### config.mk
export PLATFORM = sky130hd
export DESIGN_NAME = icache_line_refill
export DESIGN_NICKNAME = d
export VERILOG_FILES = /design/src/rtl/icache_pkg.sv /design/src/rtl/refill_line_buffer.sv /design/src/rtl/icache_line_refill.sv
export SDC_FILE = /design/constraint.sdc
export NUM_CORES = 1
export LEC_CHECK = 0
export ABC_AREA = 0
export CORE_ASPECT_RATIO = 1.2
export CORE_MARGIN = 1
export CORE_UTILIZATION = 42
export DETAILED_ROUTE_END_ITERATION = 7
export PLACE_DENSITY = 0.84
export SYNTH_ARGS = -nofsm -noshare
export SYNTH_HDL_FRONTEND = slang
export SYNTH_HIERARCHICAL = 1
export SYNTH_SLANG_ARGS = --single-unit
### constraint.sdc
create_clock -name clk_i -period 4.9 [get_ports clk_i]
set_clock_uncertainty 0.1 [all_clocks]
set_input_delay 0.98 -clock clk_i [delete_from_list [all_inputs] [get_ports clk_i]]
set_output_delay 0.98 -clock clk_i [all_outputs]
set_load 0.01 [all_outputs]
### src/rtl/icache_pkg.sv
// Shared types and constants for the instruction-cache refill path.
// The line geometry here must agree with the parameters of icache_line_refill.
package icache_pkg;

  typedef enum logic [2:0] {
    ST_IDLE  = 3'd0,
    ST_REQ   = 3'd1,
    ST_BEAT  = 3'd2,
    ST_WRITE = 3'd3,
    ST_RETRY = 3'd4
  } refill_state_t;

  localparam int BEATS            = 4;
  localparam int LINE_OFFSET_BITS = 4;
  localparam int LINE_BYTES       = 16;

endpackage

### src/rtl/refill_line_buffer.sv
// Assembles one cache line from sequential memory beats, lowest word first.
// done_o flags the cycle in which the final beat of the line is written.
module refill_line_buffer
  import icache_pkg::*;
#(
  parameter int BEAT_WIDTH = 32,
  parameter int NUM_BEATS  = BEATS
) (
  input  logic                            clk_i,
  input  logic                            rst_i,
  input  logic                            clear_i,
  input  logic                            we_i,
  input  logic [BEAT_WIDTH-1:0]           wdata_i,
  output logic                            done_o,
  output logic [NUM_BEATS*BEAT_WIDTH-1:0] line_o
);

  localparam int CNT_W = $clog2(NUM_BEATS);

  logic [CNT_W-1:0] beat_cnt_reg;

  always_ff @(posedge clk_i) begin
    if (rst_i || clear_i) begin
      beat_cnt_reg <= '0;
    end else if (we_i) begin
      beat_cnt_reg <= beat_cnt_reg + CNT_W'(1);
    end
  end

  assign done_o = we_i && (beat_cnt_reg == CNT_W'(NUM_BEATS - 1));

  genvar gi;
  generate
    for (gi = 0; gi < NUM_BEATS; gi++) begin : g_word
      localparam logic [CNT_W-1:0] WORD_IDX = CNT_W'(gi);
      logic [BEAT_WIDTH-1:0] word_reg;

      always_ff @(posedge clk_i) begin
        if (rst_i || clear_i) begin
          word_reg <= '0;
        end else if (we_i && (beat_cnt_reg == WORD_IDX)) begin
          word_reg <= wdata_i;
        end
      end

      assign line_o[gi*BEAT_WIDTH +: BEAT_WIDTH] = word_reg;
    end
  endgenerate

endmodule

### src/rtl/icache_line_refill.sv
// Instruction-cache miss/refill controller: fetches the current line on a miss,
// or the next line for a straddling instruction, and stalls the core meanwhile.
module icache_line_refill
  import icache_pkg::*;
#(
  parameter int ADDR_WIDTH = 32,
  parameter int BLOCK_SIZE = 128,
  parameter int BEAT_WIDTH = 32
) (
  input  logic                  clk_i,
  input  logic                  rst_i,
  input  logic                  fetch_req_i,
  input  logic [ADDR_WIDTH-1:0] pc_i,
  input  logic                  hit_i,
  input  logic                  split_flag_i,
  output logic                  mem_req_o,
  output logic [ADDR_WIDTH-1:0] mem_addr_o,
  input  logic                  mem_ready_i,
  input  logic                  mem_rvalid_i,
  input  logic [BEAT_WIDTH-1:0] mem_rdata_i,
  output logic                  line_we_o,
  output logic [ADDR_WIDTH-1:0] line_addr_o,
  output logic [BLOCK_SIZE-1:0] line_data_o,
  output logic                  stall_o
);

  localparam int LINE_BEATS = BLOCK_SIZE / BEAT_WIDTH;

  refill_state_t         state_reg;
  logic [ADDR_WIDTH-1:0] target_reg;
  logic                  mem_req_reg;
  logic                  line_we_reg;

  logic [ADDR_WIDTH-1:0] pc_line;
  logic                  buf_clear;
  logic                  buf_we;
  logic                  buf_done;
  logic                  unused_pc_offset;

  assign pc_line          = {pc_i[ADDR_WIDTH-1:LINE_OFFSET_BITS], {LINE_OFFSET_BITS{1'b0}}};
  assign unused_pc_offset = ^pc_i[LINE_OFFSET_BITS-1:0];

  // Beats are only accepted while collecting; stragglers after a reset are dropped.
  assign buf_clear = (state_reg == ST_REQ) && mem_ready_i;
  assign buf_we    = (state_reg == ST_BEAT) && mem_rvalid_i;

  refill_line_buffer #(
    .BEAT_WIDTH (BEAT_WIDTH),
    .NUM_BEATS  (LINE_BEATS)
  ) u_line_buffer (
    .clk_i   (clk_i),
    .rst_i   (rst_i),
    .clear_i (buf_clear),
    .we_i    (buf_we),
    .wdata_i (mem_rdata_i),
    .done_o  (buf_done),
    .line_o  (line_data_o)
  );

  always_ff @(posedge clk_i) begin
    if (rst_i) begin
      state_reg   <= ST_IDLE;
      target_reg  <= '0;
      mem_req_reg <= 1'b0;
      line_we_reg <= 1'b0;
    end else begin
      case (state_reg)
        ST_IDLE: begin
          // A current-line miss wins over the straddle request.
          if (fetch_req_i && !hit_i) begin
            target_reg  <= pc_line;
            mem_req_reg <= 1'b1;
            state_reg   <= ST_REQ;
          end else if (fetch_req_i && hit_i && split_flag_i) begin
            target_reg  <= pc_line + ADDR_WIDTH'(LINE_BYTES);
            mem_req_reg <= 1'b1;
            state_reg   <= ST_REQ;
          end
        end
        ST_REQ: begin
          if (mem_ready_i) begin
            mem_req_reg <= 1'b0;
            state_reg   <= ST_BEAT;
          end
        end
        ST_BEAT: begin
          if (buf_done) begin
            line_we_reg <= 1'b1;
            state_reg   <= ST_WRITE;
          end
        end
        ST_WRITE: begin
          line_we_reg <= 1'b0;
          state_reg   <= ST_RETRY;
        end
        ST_RETRY: begin
          state_reg <= ST_IDLE;
        end
        default: begin
          mem_req_reg <= 1'b0;
          line_we_reg <= 1'b0;
          state_reg   <= ST_IDLE;
        end
      endcase
    end
  end

  assign mem_req_o   = mem_req_reg;
  assign mem_addr_o  = target_reg;
  assign line_we_o   = line_we_reg;
  assign line_addr_o = target_reg;

  // Combinational in IDLE so the core holds its PC in the cycle the miss appears.
  assign stall_o = (state_reg != ST_IDLE) || (fetch_req_i && (!hit_i || split_flag_i));

endmodule

; Yosys cells after proc, flatten, opt, wreduce, memory -nomap -nowiden
; Index checks and enable logic that the tools add are counted.
[word_totals]
in_bits = 71
word_cells = 60
mem_bits_rw = 0
reg_bits = 167
latch_bits = 0
rom_bits = 0
output_inout_bits = 195
mem_count = 0
[classes]
bitwise_logic = 2
shifts = 0
n_lt_le_gt_ge = 0
div_mod_pow = 0
n_addsub = 2
eq_ne = 10
n_mul = 0
n_reduce_logical = 24
mux = 13
[ops]
columns = op, n
row1 = $mux W32, 2
row2 = $add A32 B5 Y32 const B, 1
row3 = $mux W3, 4
row4 = $pmux W3 S4, 1
row5 = $logic_and A1 B1 Y1, 10
row6 = $eq A3 B2 Y1 const B, 2
row7 = $reduce_and A3 Y1, 2
row8 = $reduce_or A3 Y1, 2
row9 = $eq A2 B2 Y1 const B, 2
row10 = $mux W1, 4
row11 = $ne A2 B2 Y1 const B, 2
row12 = $reduce_and A2 Y1, 2
row13 = $eq A3 B1 Y1 const B, 1
row14 = $eq A3 B3 Y1 const B, 1
row15 = $logic_not A3 Y1, 1
row16 = $logic_or A1 B1 Y1, 3
row17 = $ne A3 B3 Y1 const B, 1
row18 = $pmux W1 S3, 1
row19 = $reduce_bool A3 Y1, 1
row20 = $add A2 B1 Y2 const B, 1
row21 = $eq A2 B1 Y1 const B, 1
row22 = $logic_not A2 Y1, 1
row23 = $not A1 Y1, 2
row24 = $pmux W1 S2, 1
row25 = other kinds (2), 2

; Longest topological paths before layout
; Gate-level depths: netlist (run 1).
[logic_depth]
word_depth = 5
mapped_depth = 10
ltp_nobuf = 6

; By module
; The synthesis (run 1) kept the hierarchy.
[by_module_without_submodules]
columns = module, seq_area_each_um2, n_inst, area_each_um2, cells_each
row1 = refill_line_buffer, 2602.5, 1, 6172.2, 598
row2 = icache_line_refill, 660.6, 1, 2239.6, 289

; Least setup slack after synthesis (run 1)
; OpenSTA, ideal clock, no wires.
[synth_path]
kind = input-to-output
startpoint = input port split_flag_i
endpoint = output port stall_o
cell_stages = 4
t_arrival_ns = 1.516
required_ns = 3.820
path_slack_ns = 2.304
n_path_buf = 1
cell_sequence = nand2b_1 -> clkbuf_1 -> nand2_1 -> nand2_1
[synth_between]
elab_chain_len = 3
[synth_rtl]
columns = element, line
row1 = start: declaration, icache_line_refill.sv:15  ; input logic split_flag_i,
row2 = $logic_or A1 B1 Y1, icache_line_refill.sv:114  ; assign stall_o = (state_reg != ST_IDLE) || (fetch_req_i && (!hit_i || split_flag_i));
row3 = $logic_and A1 B1 Y1, icache_line_refill.sv:114
row4 = $logic_or A1 B1 Y1, icache_line_refill.sv:114
row5 = end: declaration, icache_line_refill.sv:24  ; output logic stall_o
; Every way passes these cells.

; Worst setup path after layout (run 1)
; Ends and elaborated chain as after synthesis.

==> results of run 1 <==
==> worst paths after layout <==
check	from	endpoint	slack [ns]	cells past startpoint
setup / recovery	split_flag_i	stall_o	1.26	5
hold / removal	line_we_o	line_we_o	0.39	2
setup reg to reg	state_reg[1]	u_line_buffer/g_word[3].word_reg[15]	2.69	5
hold reg to reg	line_we_o	line_we_o	0.39	2
==> layout make-up <==
| type | count | area share |
|---|---|---|
| tap | 261 | 0.0293 |
| sequential | 163 | 0.293 |
| multi-input combinational | 591 | 0.382 |
| clock inverter | 15 | 0.0145 |
| clock buffer | 17 | 0.0382 |
| inverter | 13 | 0.00438 |
| timing repair buffer | 264 | 0.238 |
==> critical path: stages <==
cell and delay [ns]:
clkdlybuf4s50_1 0.44, nand2b_1 0.36, nand2_1 0.14, nand2_1 0.09
clkdlybuf4s50_1 0.55
==> through the flow <==
step           cells  setup slack, ns  power (mW)
2_1_floorplan    894             2.30        1.67
3_3_place_gp    1292             1.28        1.83
3_5_place_dp    1292             1.29        1.83
4_1_cts         1324             1.29        3.14
5_1_grt         1324             1.22        3.25
6_report        1324             1.26        3.11
==> routing by layer <==
layer  vias up  track usage  wire length [um]
li1       3491            -                 -
met4         0       0.0739               398
met1      3433        0.263              9520
met5         -            0                 0
met3        26       0.0583              1670
met2       321        0.363             10800
==> power breakdown <==
| part | internal (mW) | switching (mW) |
|---|---|---|
| clock | 0.682 | 0.629 |
| sequential | 1.36 | 0.0325 |
| combinational | 0.193 | 0.221 |
| total | 2.23 | 0.882 |
==> cells by family (layout without fill, tap and decap cells) <==
group,Yosys count,in the layout,synth area share
AO/OA/AOI/OAI,307,307,0.320
multiplexers,1,1,0.00119
AND/OR/NAND/NOR,260,260,0.161
flip-flops,163,163,0.388
buffers and inverters,140,309,0.111
other,1,8,0.000446
adder cells (fa/ha/maj),5,5,0.00744
XOR/XNOR,10,10,0.0104
==> layout by cell type (no fill, tap or decap), drive strengths merged, types with 6 or more instances in the layout <==
cell type        n
a211oi          11
a21bo          128
a21oi          132
a311oi          11
buf             11
clkbuf          17
clkdlybuf4s50  253
clkinv           8
conb             8
dfxtp          163
inv             20
nand2           18
nand3          136
nand4           16
nor2            31
nor3             8
nor4            14
or3              7
or4              9
xnor2            6
==> metrics.cfg, run 1 <==
[clocking]
cts_root_buf=clkbuf_16
cts_tree=done
numCtsBuffers=17
clock_latency_ns=0.42
cts_resized=0
cts_hold_buffers=0
clockBufferDepth=2
cts_setup_buffers=0
cts_max_level=4
clkSlewWorstSetupHoldPaths_ns=0.07
cts_sinks=163

[hold_path]
hold_class=flip-flop to flip-flop

[synth]
yosysMostFrequentCell=dfxtp_1
synth-main-ff-cell=dfxtp_1
synth-edff-count=0
yosysUniqueCellTypes=51
synth_top_area_cell=dfxtp_1
synth_common_cells=dfxtp_1 (163), nand3_1 (136), a21oi_2 (100)
synth.area.top_cells=dfxtp_1 (39%), a21oi_2 (10%), a21bo_1 (9.5%)
synth-seq-area-share=0.388
netlist_instances=887
ys_warn_count=6
avgSynthCellArea_um2=9.48
synth_top_cell_area_share=0.388
yosys_register_bits=163
async_flop_share=0
synth_area_um2=8410

[finish]
layout-drive-gt1-share=0.193
finalInstanceArea_um2=11100
area_growth_pct=32.4
final_nets=1126
multi_input_area_um2=4260
utilization=0.568
largest_reg_flops=128
diodes=0
fillers=1698
regArea_um2=3260

[drt]
vias=7271
wire_per_inst_um=16.9
wirelength_mm=22.4
dr.pass1.iters=5
vias_per_cell=5.49
drtIter0Drc=394
drc=0
ant_nets=0

[place]
routabilityCongestion=0.945
dpl-instance-area_um2=10500
numPortBuffers=253
dp_hpwl_mm=14.9

[die]
placementRows=56
die_h_um=157
initial_utilization=0.429
io_pins=266
die_area_um2=20600
coreArea_um2=19600
die_w_um=131

[sta]
drv_slew=0
setup_violations=0
hold_violations=0
rsz0062_at_grt=no
tns_ns=0
slew_headroom=0.517
fin_crit_ns=3.64
hold_slack_ns=0.395
fmax_mhz=275
tightest_slew_ns=0.725
timing.final.crit_share=0.742

[global_routing]
first_global_vias=6693
grt_max_degree=168
grtUsageTotal=0.215
grt_pass1_wl_mm=35.3
grt-ovfl-total=0
antenna_found_initial=0

[power]
irDropWorstVdd_v=0.000214
powerDensity_nw_per_um2=280
power.leakage_nw=3.65

[critical_path]
cp-end-kind=output port
critical_path_class=primary input to output port
path_max_fanout=10
worstSetupStartpointType=primary input
required_ns=3.82
arrival_ns=2.56

[status]
outcome=completed

[job]
max_cap_violations=0

Power figures use the tool's default switching activity.
==> inputs of run 2 (changes only) <==
--- a/config.mk
+++ b/config.mk
@@ -10,7 +10,7 @@
 export CORE_MARGIN = 1
 export CORE_UTILIZATION = 42
 export DETAILED_ROUTE_END_ITERATION = 7
-export PLACE_DENSITY = 0.84
+export PLACE_DENSITY = 0.87
 export SYNTH_ARGS = -nofsm -noshare
 export SYNTH_HDL_FRONTEND = slang
 export SYNTH_HIERARCHICAL = 1
==> constraint.sdc (replaced) <==
create_clock -name clk_i -period 3.3 [get_ports clk_i]
set_clock_uncertainty 0.1 [all_clocks]
set_input_delay 0.66 -clock clk_i [delete_from_list [all_inputs] [get_ports clk_i]]
set_output_delay 0.66 -clock clk_i [all_outputs]
set_load 0.01 [all_outputs]
==> metrics.cfg, run 2 (synthesis results as in run 1) <==
[status]
outcome=completed

[finish]
largest_reg_flops=128  ; unchanged
layout-drive-gt1-share=0.199  ; +0.00659
final_common_cell=clkdlybuf4s50_1
area_growth_pct=34.2
utilization=0.575  ; +0.00772
final_nets=1138  ; +1.1%
diodes=0  ; unchanged
final_cell_mix=clkdlybuf4s50_1 (253), dfxtp_1 (163), nand3_1 (136)
finalInstanceArea_um2=11300  ; +1.4%
final_cells=1334  ; +0.76%

[drt]
drc=0  ; unchanged
wire_per_inst_um=17.0  ; +0.71%
wirelength_mm=22.7  ; +1.5%
vias=7279  ; +0.11%
dr.pass1.iters=5  ; unchanged
drtIter0Drc=497  ; +26%
ant_nets=0  ; unchanged
vias_per_cell=5.46  ; -0.64%

[clocking]
cts_hold_buffers=0  ; unchanged
cts_max_level=4  ; unchanged
clock_latency_ns=0.42  ; about the same
cts_sinks=163  ; unchanged
numCtsBuffers=17  ; unchanged
clockBufferDepth=2  ; unchanged
clkSlewWorstSetupHoldPaths_ns=0.06  ; about the same
cts_root_buf=clkbuf_16
cts_setup_buffers=0  ; unchanged
cts_tree=done
cts_resized=0  ; unchanged

[place]
dp_hpwl_mm=15.3  ; +2.3%
dpl-instance-area_um2=10700  ; +1.3%
numPortBuffers=253  ; unchanged
dp.cells=1304  ; +0.93%
routabilityCongestion=0.955  ; +1.0%

[critical_path]
cp_num_buf_inv=2  ; unchanged
worstSetupStartpointType=primary input
critical_path_class=primary input to output port
arrival_ns=2.05  ; -0.51 ns
regToRegSetupSlack_ns=1.09  ; -1.60 ns
path_cells=clkdlybuf4s50_1, nand2_1, nand2_1, clkdlybuf4s50_1
path_max_fanout=6  ; -4
cp-end-kind=output port
required_ns=2.54  ; -1.28 ns
crit_slowest_cell=clkdlybuf4s50_1
cpPeakStageDelay_ns=0.62  ; +0.07 ns
critPathTopFamily=buffers and inverters

[power]
irDropWorstVdd_v=0.000335  ; +57%
power.leakage_nw=3.72  ; +2.1%
powerDensity_nw_per_um2=419  ; +50%

[global_routing]
grt-ovfl-total=0  ; unchanged
grtUsageTotal=0.217  ; +0.00235
grt_pass1_wl_mm=35.9  ; +1.7%
antenna_found_initial=0  ; unchanged
first_global_vias=6776  ; +1.2%
grt_max_degree=80  ; -52%

[sta]
fin_crit_ns=2.81
tightest_slew_ns=0.855  ; +0.130 ns
drv_slew=0  ; unchanged
rsz0062_at_grt=no
hold_violations=0  ; unchanged
hold_slack_ns=0.389  ; -0.00593 ns
setup_violations=0  ; unchanged
slew_headroom=0.430  ; -0.0864
fmax_mhz=356
tns_ns=0  ; unchanged
timing.final.crit_share=0.851

[die]
die_area_um2=20600  ; unchanged
die_w_um=131  ; unchanged
coreArea_um2=19600  ; unchanged
placementRows=56  ; unchanged
die_h_um=157  ; unchanged
io_pins=266  ; unchanged
initial_utilization=0.429  ; unchanged

[hold_path]
hold_class=flip-flop to flip-flop

[job]
max_cap_violations=0  ; unchanged

## run 2: area by class of cell
cell class	count	area, um2
Fill cell	1678	8330
Clock buffer	19	443
Sequential cell	163	3260
Multi-Input combinational cell	591	4260
Tap cell	261	327
Inverter	13	48.8
Clock inverter	11	155
Timing Repair Buffer	276	2790
## run 2: path summary, 6_finish.rpt
path / cells after the start / from / endpoint
worst max-delay path: 4 / fetch_req_i / stall_o
worst min register to register: 2 / line_we_o / line_we_o
worst max register to register: 6 / state_reg[1] / u_line_buffer/g_word[3].word_reg[19]
worst min-delay path: 2 / line_we_o / line_we_o
## run 2: tightest hold or removal path, delay by kind of cell, from the launching register on
kind,cells,cell delay (ns)
DFF,1,0.31
AOI/OAI and AO/OA,2,0.13
## run 2: through the flow
step	total power, mW	worst slack, ns
4_1_cts	4.78	0.511
5_1_grt	4.91	0.489
6_report	4.73	0.492
3_5_place_dp	2.73	0.301
2_1_floorplan	2.48	1.06
3_3_place_gp	2.73	0.330
## run 2: routing by layer
layer  vias to the layer above  GRT usage  part of all wire
li1                       3501          -                 -
met1                      3431      0.260              0.42
met2                       306      0.374              0.48
met3                        41     0.0525             0.070
met4                         0     0.0891             0.025
met5                         -          0                 0
## run 2: power by group
group / internal (mW) / leakage [nW] / switching (mW)
Sequential: 2.02 / 1.32 / 0.0487
Combinational: 0.299 / 2.11 / 0.332
Clock: 1.21 / 0.290 / 0.821
Total: 3.53 / 3.72 / 1.20
==> inputs of run 3 (changes only) <==
--- a/config.mk
+++ b/config.mk
@@ -9,6 +9,7 @@
 export CORE_ASPECT_RATIO = 1.2
 export CORE_MARGIN = 1
 export CORE_UTILIZATION = 42
+export CTS_CLUSTER_DIAMETER = 40
 export DETAILED_ROUTE_END_ITERATION = 7
 export PLACE_DENSITY = 0.87
 export SYNTH_ARGS = -nofsm -noshare
==> results of run 3 <==
No change in the layout: final DEF, timing and power equal those of run 2.
